$ cat config.mk
export PLATFORM = sky130hd
export DESIGN_NAME = writeback_queue
export DESIGN_NICKNAME = d
export VERILOG_FILES = /design/src/rtl/writeback_queue.sv
export SDC_FILE = /design/constraint.sdc
export NUM_CORES = 1
export LEC_CHECK = 0
export BUFFER_PORTS_ARGS = -buffer_cell sky130_fd_sc_hd__buf_2
export CAP_MARGIN = 20
export CORE_ASPECT_RATIO = 0.5
export CORE_MARGIN = 4
export CORE_UTILIZATION = 51
export DETAILED_ROUTE_END_ITERATION = 12
export PLACE_DENSITY = 0.77
export SLEW_MARGIN = 20
export SYNTH_ARGS = -nofsm -noshare
export SYNTH_HDL_FRONTEND = slang
export SYNTH_SLANG_ARGS = --single-unit
$ cat constraint.sdc
create_clock -name clock -period 3.7 [get_ports clock]
set_input_delay 0.74 -clock clock [delete_from_list [all_inputs] [get_ports clock]]
set_output_delay 0.74 -clock clock [all_outputs]
set_load 0.01 [all_outputs]
$ cat src/rtl/writeback_queue.sv
// Writeback queue: 4-entry FIFO merging mem and ALU write requests into one register-file write port.
// Latency: an entry enqueued at one edge is written at the next edge at the earliest; write port is combinational from head.
// Backpressure: inReady drops when fewer than two slots are free; requests that arrive anyway are dropped and set sticky overflow.
// Optional forwarding lookup is built only with WRITEBACK_QUEUE_FORWARDING_EN.
module writeback_queue (
    input  logic        clock,
    input  logic        reset_n,
    input  logic        memValid,
    input  logic [4:0]  memRd,
    input  logic [31:0] memData,
    input  logic        aluValid,
    input  logic [4:0]  aluRd,
    input  logic [31:0] aluData,
    input  logic        wbStall,
    output logic        inReady,
    output logic        regWrite,
    output logic [4:0]  writeRegId,
    output logic [31:0] writeData,
    output logic        overflow,
    input  logic [4:0]  readReg1,
    input  logic [4:0]  readReg2,
    output logic        fwdHit1,
    output logic        fwdHit2,
    output logic [31:0] fwdData1,
    output logic [31:0] fwdData2
);

    logic [4:0]  r_rd   [4];
    logic [31:0] r_data [4];
    logic [1:0]  r_head;
    logic [1:0]  r_tail;
    logic [2:0]  r_count;
    logic        r_overflow;

    logic        w_mem_push;
    logic        w_alu_push;
    logic        w_drop;
    logic        w_pop;
    logic [1:0]  w_n_push;
    logic [1:0]  w_alu_idx;

    assign inReady    = (r_count <= 3'd2);
    assign w_mem_push = memValid && inReady && (memRd != 5'd0);
    assign w_alu_push = aluValid && inReady && (aluRd != 5'd0);
    assign w_drop     = !inReady && ((memValid && (memRd != 5'd0)) ||
                                     (aluValid && (aluRd != 5'd0)));
    assign w_n_push   = {1'b0, w_mem_push} + {1'b0, w_alu_push};
    // ALU request is the younger one, so it lands behind a same-cycle mem request.
    assign w_alu_idx  = w_mem_push ? (r_tail + 2'd1) : r_tail;

    assign regWrite   = (r_count != 3'd0) && !wbStall;
    assign w_pop      = regWrite;
    assign writeRegId = (r_count != 3'd0) ? r_rd[r_head]   : 5'd0;
    assign writeData  = (r_count != 3'd0) ? r_data[r_head] : 32'd0;
    assign overflow   = r_overflow;

    always_ff @(posedge clock or negedge reset_n) begin
        if (!reset_n) begin
            r_head     <= 2'd0;
            r_tail     <= 2'd0;
            r_count    <= 3'd0;
            r_overflow <= 1'b0;
            for (int i = 0; i < 4; i++) begin
                r_rd[i]   <= 5'd0;
                r_data[i] <= 32'd0;
            end
        end else begin
            if (w_mem_push) begin
                r_rd[r_tail]   <= memRd;
                r_data[r_tail] <= memData;
            end
            if (w_alu_push) begin
                r_rd[w_alu_idx]   <= aluRd;
                r_data[w_alu_idx] <= aluData;
            end
            r_tail  <= r_tail + w_n_push;
            r_head  <= r_head + {1'b0, w_pop};
            r_count <= r_count + {1'b0, w_n_push} - {2'b00, w_pop};
            if (w_drop) begin
                r_overflow <= 1'b1;
            end
        end
    end

`ifdef WRITEBACK_QUEUE_FORWARDING_EN
    logic [1:0] w_idx;

    // Walk oldest to newest so the newest matching entry wins.
    always_comb begin
        fwdHit1  = 1'b0;
        fwdHit2  = 1'b0;
        fwdData1 = 32'd0;
        fwdData2 = 32'd0;
        w_idx    = r_head;
        for (int i = 0; i < 4; i++) begin
            w_idx = r_head + i[1:0];
            if (3'(i) < r_count) begin
                if ((readReg1 != 5'd0) && (r_rd[w_idx] == readReg1)) begin
                    fwdHit1  = 1'b1;
                    fwdData1 = r_data[w_idx];
                end
                if ((readReg2 != 5'd0) && (r_rd[w_idx] == readReg2)) begin
                    fwdHit2  = 1'b1;
                    fwdData2 = r_data[w_idx];
                end
            end
        end
    end
`else
    logic w_unused_lookup;

    assign w_unused_lookup = ^{readReg1, readReg2};
    assign fwdHit1  = 1'b0;
    assign fwdHit2  = 1'b0;
    assign fwdData1 = 32'd0;
    assign fwdData2 = 32'd0;
`endif

endmodule

==> impl_metrics.json, run 1 <==
{
  "numCtsBuffers": 17,
  "wl_per_cell_um": 21.02,
  "regArea_um2": 3906,
  "async_flop_share": 1.000,
  "layout_common_cells": "mux2_1 (206), dfrtp_1 (154), buf_2 (117)",
  "route.detailed.drc": 0,
  "die_x_um": 207.9,
  "final_nets": 914,
  "synth_cell_types": 42,
  "cpPeakStageDelay_ns": 0.89,
  "diodes": 0,
  "hp-class": "input pin to async pin",
  "power_frac_comb": 0.509,
  "cpMaxStageDelayCell": "o31ai_4",
  "crit_required_ns": 4.01,
  "ys_ff_latch": 156,
  "hpwlAfterDp_mm": 15.31,
  "peakVddDrop_mv": 0.5009,
  "clock_skew_ns": 0.005823,
  "multi_input_area_um2": 5615,
  "path_cells": "inv_1 -> ha_1 -> nand4b_1 -> o31ai_1 -> o31ai_4 -> buf_12 -> mux2_1",
  "grt_setup_unrepaired": "false",
  "firstDrtPassIters": 4,
  "worstPathMaxFanout": 25,
  "viasPerCell": 5.382,
  "ys_top_cells_by_area": "dfrtp_1 (38%), mux2_1 (23%), mux2_4 (13%)",
  "num_io_pins": 195,
  "drive_gt1_frac": 0.3857,
  "critPathCaptureType": "flop",
  "synth_edf_count": 0,
  "synth_area_per_cell_um2": 14.61,
  "synth.cell_area_um2": 10180,
  "grt_antenna_before_repair": 1,
  "drv_slew": 0,
  "initial_core_util": 0.5210,
  "synthCells": 697,
  "drv_cap": 0,
  "power_frac_clock": 0.178,
  "start_kind": "flop",
  "clk_latency_ns": 0.43,
  "slew_headroom": 0.2661,
  "clock.fmax_mhz": 311.1,
  "internal_power_mw": 6.714,
  "ys.flop_type": "dfrtp_1",
  "grt.overflow.total": 0,
  "post-cts-setup-buffers": 0,
  "setup_violations": 0,
  "final_cell_area_um2": 11390,
  "drtIter0Drc": 281,
  "power_switching_mw": 3.442,
  "p_seq_frac": 0.314,
  "synth_top_area_cell": "dfrtp_1",
  "cts-root-to-sink-buffers": 2,
  "antenna_left": 0,
  "worstRegToRegCells": 7,
  "cts_resized": 0,
  "layout_min_cycle_time_ns": 3.214,
  "synth_seq_area_share": 0.3833,
  "vias": 5882,
  "crit_arrival_ns": 3.52,
  "holdBufCountCts": 0,
  "fillers": 1523,
  "core_area_um2": 19550,
  "fin_util": 0.5826,
  "clk_pin_slew_ns": 0.06,
  "dpl_cell_area_um2": 10770,
  "grt_max_degree": 75,
  "rows": 36,
  "grt_pass1_wl_mm": 35.87,
  "period_share": 0.8687,
  "p_per_area_nw_per_um2": 891.8,
  "routed_wl_mm": 22.98,
  "critical_path_class": "flop to flop",
  "cts_sinks": 156,
  "cts-htree-levels": 4,
  "outcome": "complete, no violations",
  "p_leak_nw": 5.309,
  "track_usage": 0.2061,
  "layout_commonest_cell": "mux2_1",
  "place_congestion": 0.7554,
  "die_area_um2": 22430,
  "hold_violations": 0,
  "tightest_slew_ns": 1.101,
  "finalSetupTns_ns": 0,
  "swShare": 0.3389,
  "yosysTopAreaCellShare": 0.3833,
  "grt_pass1_vias": 6378,
  "area_delta_synth_final_pct": 11.82,
  "die_h_um": 107.9,
  "cts_tree": "yes",
  "cts-root-buf": "clkbuf_16",
  "io_buffers": 118,
  "yosys_warnings": 0
}
==> path summary, 6_finish.rpt <==
kind | start | slack (ns) | to
setup / recovery | r_tail[1] | 0.49 | r_data[97]
hold / removal | reset_n | 0.34 | r_data[34]
setup reg to reg | r_tail[1] | 0.49 | r_data[97]
max in group asynchronous | reset_n | 2.36 | r_data[55]
hold reg to reg | overflow | 0.48 | overflow
min in group clock | overflow | 0.48 | overflow
==> layer usage <==
layer  wire (um)  global-route usage  vias to the layer above
li1            -                   -                     2648
met1       10060              0.2712                     3058
met2       11640              0.3625                      150
met3        1007             0.03377                       24
met4         259             0.05105                        2
met5          12                   0                        -
==> cell families after synthesis <==
group | synth area share
other cells | 0.0003682
compound gates | 0.02813
fa+ha+maj | 0.01425
flops | 0.3833
buf+inv | 0.09054
simple gates | 0.03685
xor+xnor | 0.004301
mux | 0.4423
==> cells in the mapped netlist, types with 3 or more instances <==
master     instances
a211oi_1           3
dfrtp_1          156
buf_8             12
inv_1              9
nor2b_1           37
o2111ai_4          4
mux4_2            37
buf_4             69
mux2_4            90
xnor2_1            3
clkbuf_1           9
ha_1              10
buf_6             10
mux2_1           206
buf_2              8
==> power groups by stage <==
stage | Sequential (mW) | Combinational (mW) | Clock (mW)
floorplan | 2.91 | 4.14 | 0
global placement | 3.13 | 5.02 | 0
detailed placement | 3.20 | 5.19 | 0
CTS | 3.18 | 5.23 | 1.83
global route | 3.28 | 5.58 | 1.91
finish | 3.19 | 5.17 | 1.80
==> worst max-delay path: cells and delay by family (launching register included) <==
kind,cells,cell delay [ns]
and+or+nand+nor,1,0.14
AOI/OAI and AO/OA,2,1.00
DFF,1,0.61
adders and majority gates,1,0.41
muxes,1,0.36
buffers and inverters,2,0.56
==> state kept, by name, summed over array words and instances (netlist names) <==
register  count
r_head        2
r_tail        2
r_count       3
r_data      128
r_rd         20
overflow      1
==> through the flow <==
step	total power, mW	hold WS, ns	setup WS [ns]	cells
final	10.16	0.3391	0.4859	1093
after global routing	10.77	0.4029	0.3403	1093
after CTS	10.23	0.3715	0.4949	1092
after detailed placement	8.391	0.4637	0.1797	1060
after global placement	8.148	0.4601	0.2237	1060
after floorplan	7.045	0.4444	0.3644	762
==> final cells by class <==
cell class / instances / share of cell area
Tap cell: 266 / 0.02922
Clock inverter: 13 / 0.01351
Sequential cell: 156 / 0.3430
Multi-Input combinational cell: 488 / 0.4931
Clock buffer: 19 / 0.03977
Timing Repair Buffer: 142 / 0.07844
Inverter: 9 / 0.002966
Power figures use the tool's default switching activity.
==> inputs of run 2 (changes only) <==
BUFFER_PORTS_ARGS = -buffer_cell sky130_fd_sc_hd__buf_4   (was -buffer_cell sky130_fd_sc_hd__buf_2)
==> impl_metrics.json, run 2 (same netlist as run 1, synthesis figures left out) <==
{
  "fin_total_pwr_mw": 10.50,
  "place_congestion": 0.7583,
  "post-cts-setup-buffers": 0,
  "reg2reg_from": "r_tail[1]",
  "cts-htree-levels": 4,
  "cts_sinks": 156,
  "path_cells": "buf_4 -> mux4_2 -> nor2b_1 -> buf_4",
  "start_kind": "flop",
  "critPathBufInv": 2,
  "rows": 36,
  "worstRegToRegCells": 7,
  "crit_top_cell": "buf_4",
  "track_usage": 0.2086,
  "grt_setup_unrepaired": "false",
  "hpwlAfterDp_mm": 14.81,
  "final_nets": 913,
  "fin_ws_ns": 0.6676,
  "clock.fmax_mhz": 329.8,
  "final_cell_area_um2": 11660,
  "cts_tree": "yes",
  "clk_pin_slew_ns": 0.06,
  "slew_headroom": 0.5304,
  "drive_gt1_frac": 0.3838,
  "grt_pass1_wl_mm": 36.57,
  "die_h_um": 107.9,
  "hp-class": "input pin to async pin",
  "cts-root-to-sink-buffers": 2,
  "antenna_left": 0,
  "tightest_slew_ns": 0.7044,
  "cpMaxStageDelayCell": "dfrtp_2",
  "p_per_area_nw_per_um2": 900.2,
  "holdBufCountCts": 0,
  "dpl_cell_area_um2": 11010,
  "grt_antenna_before_repair": 0,
  "cpPeakStageDelay_ns": 0.81,
  "viasPerCell": 5.422,
  "finalSetupTns_ns": 0,
  "outcome": "complete, no violations",
  "drv_slew": 0,
  "reg_top3": "r_data (128), r_rd (20), r_count (3)",
  "critical_path_class": "flop to output pin",
  "core_area_um2": 19550,
  "layout_commonest_cell": "mux2_1",
  "crit_arrival_ns": 2.29,
  "wl_per_cell_um": 21.19,
  "die_area_um2": 22430,
  "initial_core_util": 0.5210,
  "p_leak_nw": 5.391,
  "cts-root-buf": "clkbuf_16",
  "cts_resized": 0,
  "grt_pass1_vias": 6493,
  "timing.critical_path.from": "r_head[0]",
  "largest_reg_flops": 128,
  "cp-endpoint": "writeData[6]",
  "peakVddDrop_mv": 0.3926,
  "period_share": 0.8196,
  "route.detailed.drc": 0,
  "area_delta_synth_final_pct": 14.51,
  "routed_wl_mm": 23.14,
  "rrSetupSlack_ns": 0.85,
  "diodes": 0,
  "pre_cts_slack_ns": 0.2600,
  "critPathCaptureType": "output pin",
  "grt.overflow.total": 0,
  "layout_common_cells": "mux2_1 (206), dfrtp_1 (154), buf_4 (134)",
  "grt_max_degree": 85,
  "cp_num_cells": 4,
  "drv_cap": 0,
  "clock_skew_ns": 0.005656,
  "io_buffers": 118,
  "setup_violations": 0,
  "hold_violations": 0,
  "cp_top_family": "flip-flops",
  "layout_min_cycle_time_ns": 3.032,
  "regMostFlops": "r_data",
  "worstPathMaxFanout": 20,
  "r2r_end": "r_rd[13]",
  "vias": 5921,
  "numCtsBuffers": 17,
  "firstDrtPassIters": 5,
  "num_io_pins": 195,
  "drtIter0Drc": 315,
  "die_x_um": 207.9,
  "clk_latency_ns": 0.43,
  "fillers": 1495,
  "crit_required_ns": 2.96
}
[run 2: changes by cell type in the layout (fill, tap and decap cells not counted), sizes merged]
cell,change
bufinv,+3
clkbuf,-1
buf,-1
inv,-3
clkinv,+1
[run 2: stage by stage]
stage | hold slack, ns | cells | utilization
2_1_floorplan | 0.4444 | 762 | -
3_3_place_gp | 0.4649 | 1059 | 0.5630
3_5_place_dp | 0.4650 | 1059 | 0.5630
4_1_cts | 0.3467 | 1091 | 0.5960
5_1_grt | 0.3653 | 1092 | 0.5966
6_report | 0.3173 | 1092 | 0.5966
[run 2: final cells by class]
class | instances | area (um^2) | area share
multi-input combinational | 488 | 5615 | 0.4815
inverter | 9 | 33.78 | 0.002897
clock inverter | 14 | 216.5 | 0.01856
timing repair buffer | 141 | 1129 | 0.09677
sequential | 156 | 3906 | 0.3349
clock buffer | 18 | 429.2 | 0.03680
tap | 266 | 332.8 | 0.02854
[run 2: metal layers]
layer / vias to the layer above / wire [um] / track usage
li1: 2649 / - / -
met1: 3096 / 10130 / 0.2689
met2: 159 / 11760 / 0.3709
met3: 17 / 991 / 0.03610
met4: 0 / 259 / 0.05480
met5: - / 0 / 0
[run 2: how the worst min path moves through the flow]
stage                     startpoint    endpoint  depth (start not counted)
after floorplan              reset_n    overflow                          0
after global placement      overflow    overflow                          1
after detailed placement    overflow    overflow                          1
after CTS                    reset_n  r_data[35]                          1
after global routing         reset_n  r_data[35]                          1
final                        reset_n  r_data[35]                          1
[run 2: power by group]
part           total [mW]  switching (mW)  internal [mW]
Clock                1.93           0.730           1.20
Sequential           3.17           0.570           2.60
Combinational        5.40            2.11           3.28
Total                10.5            3.42           7.08
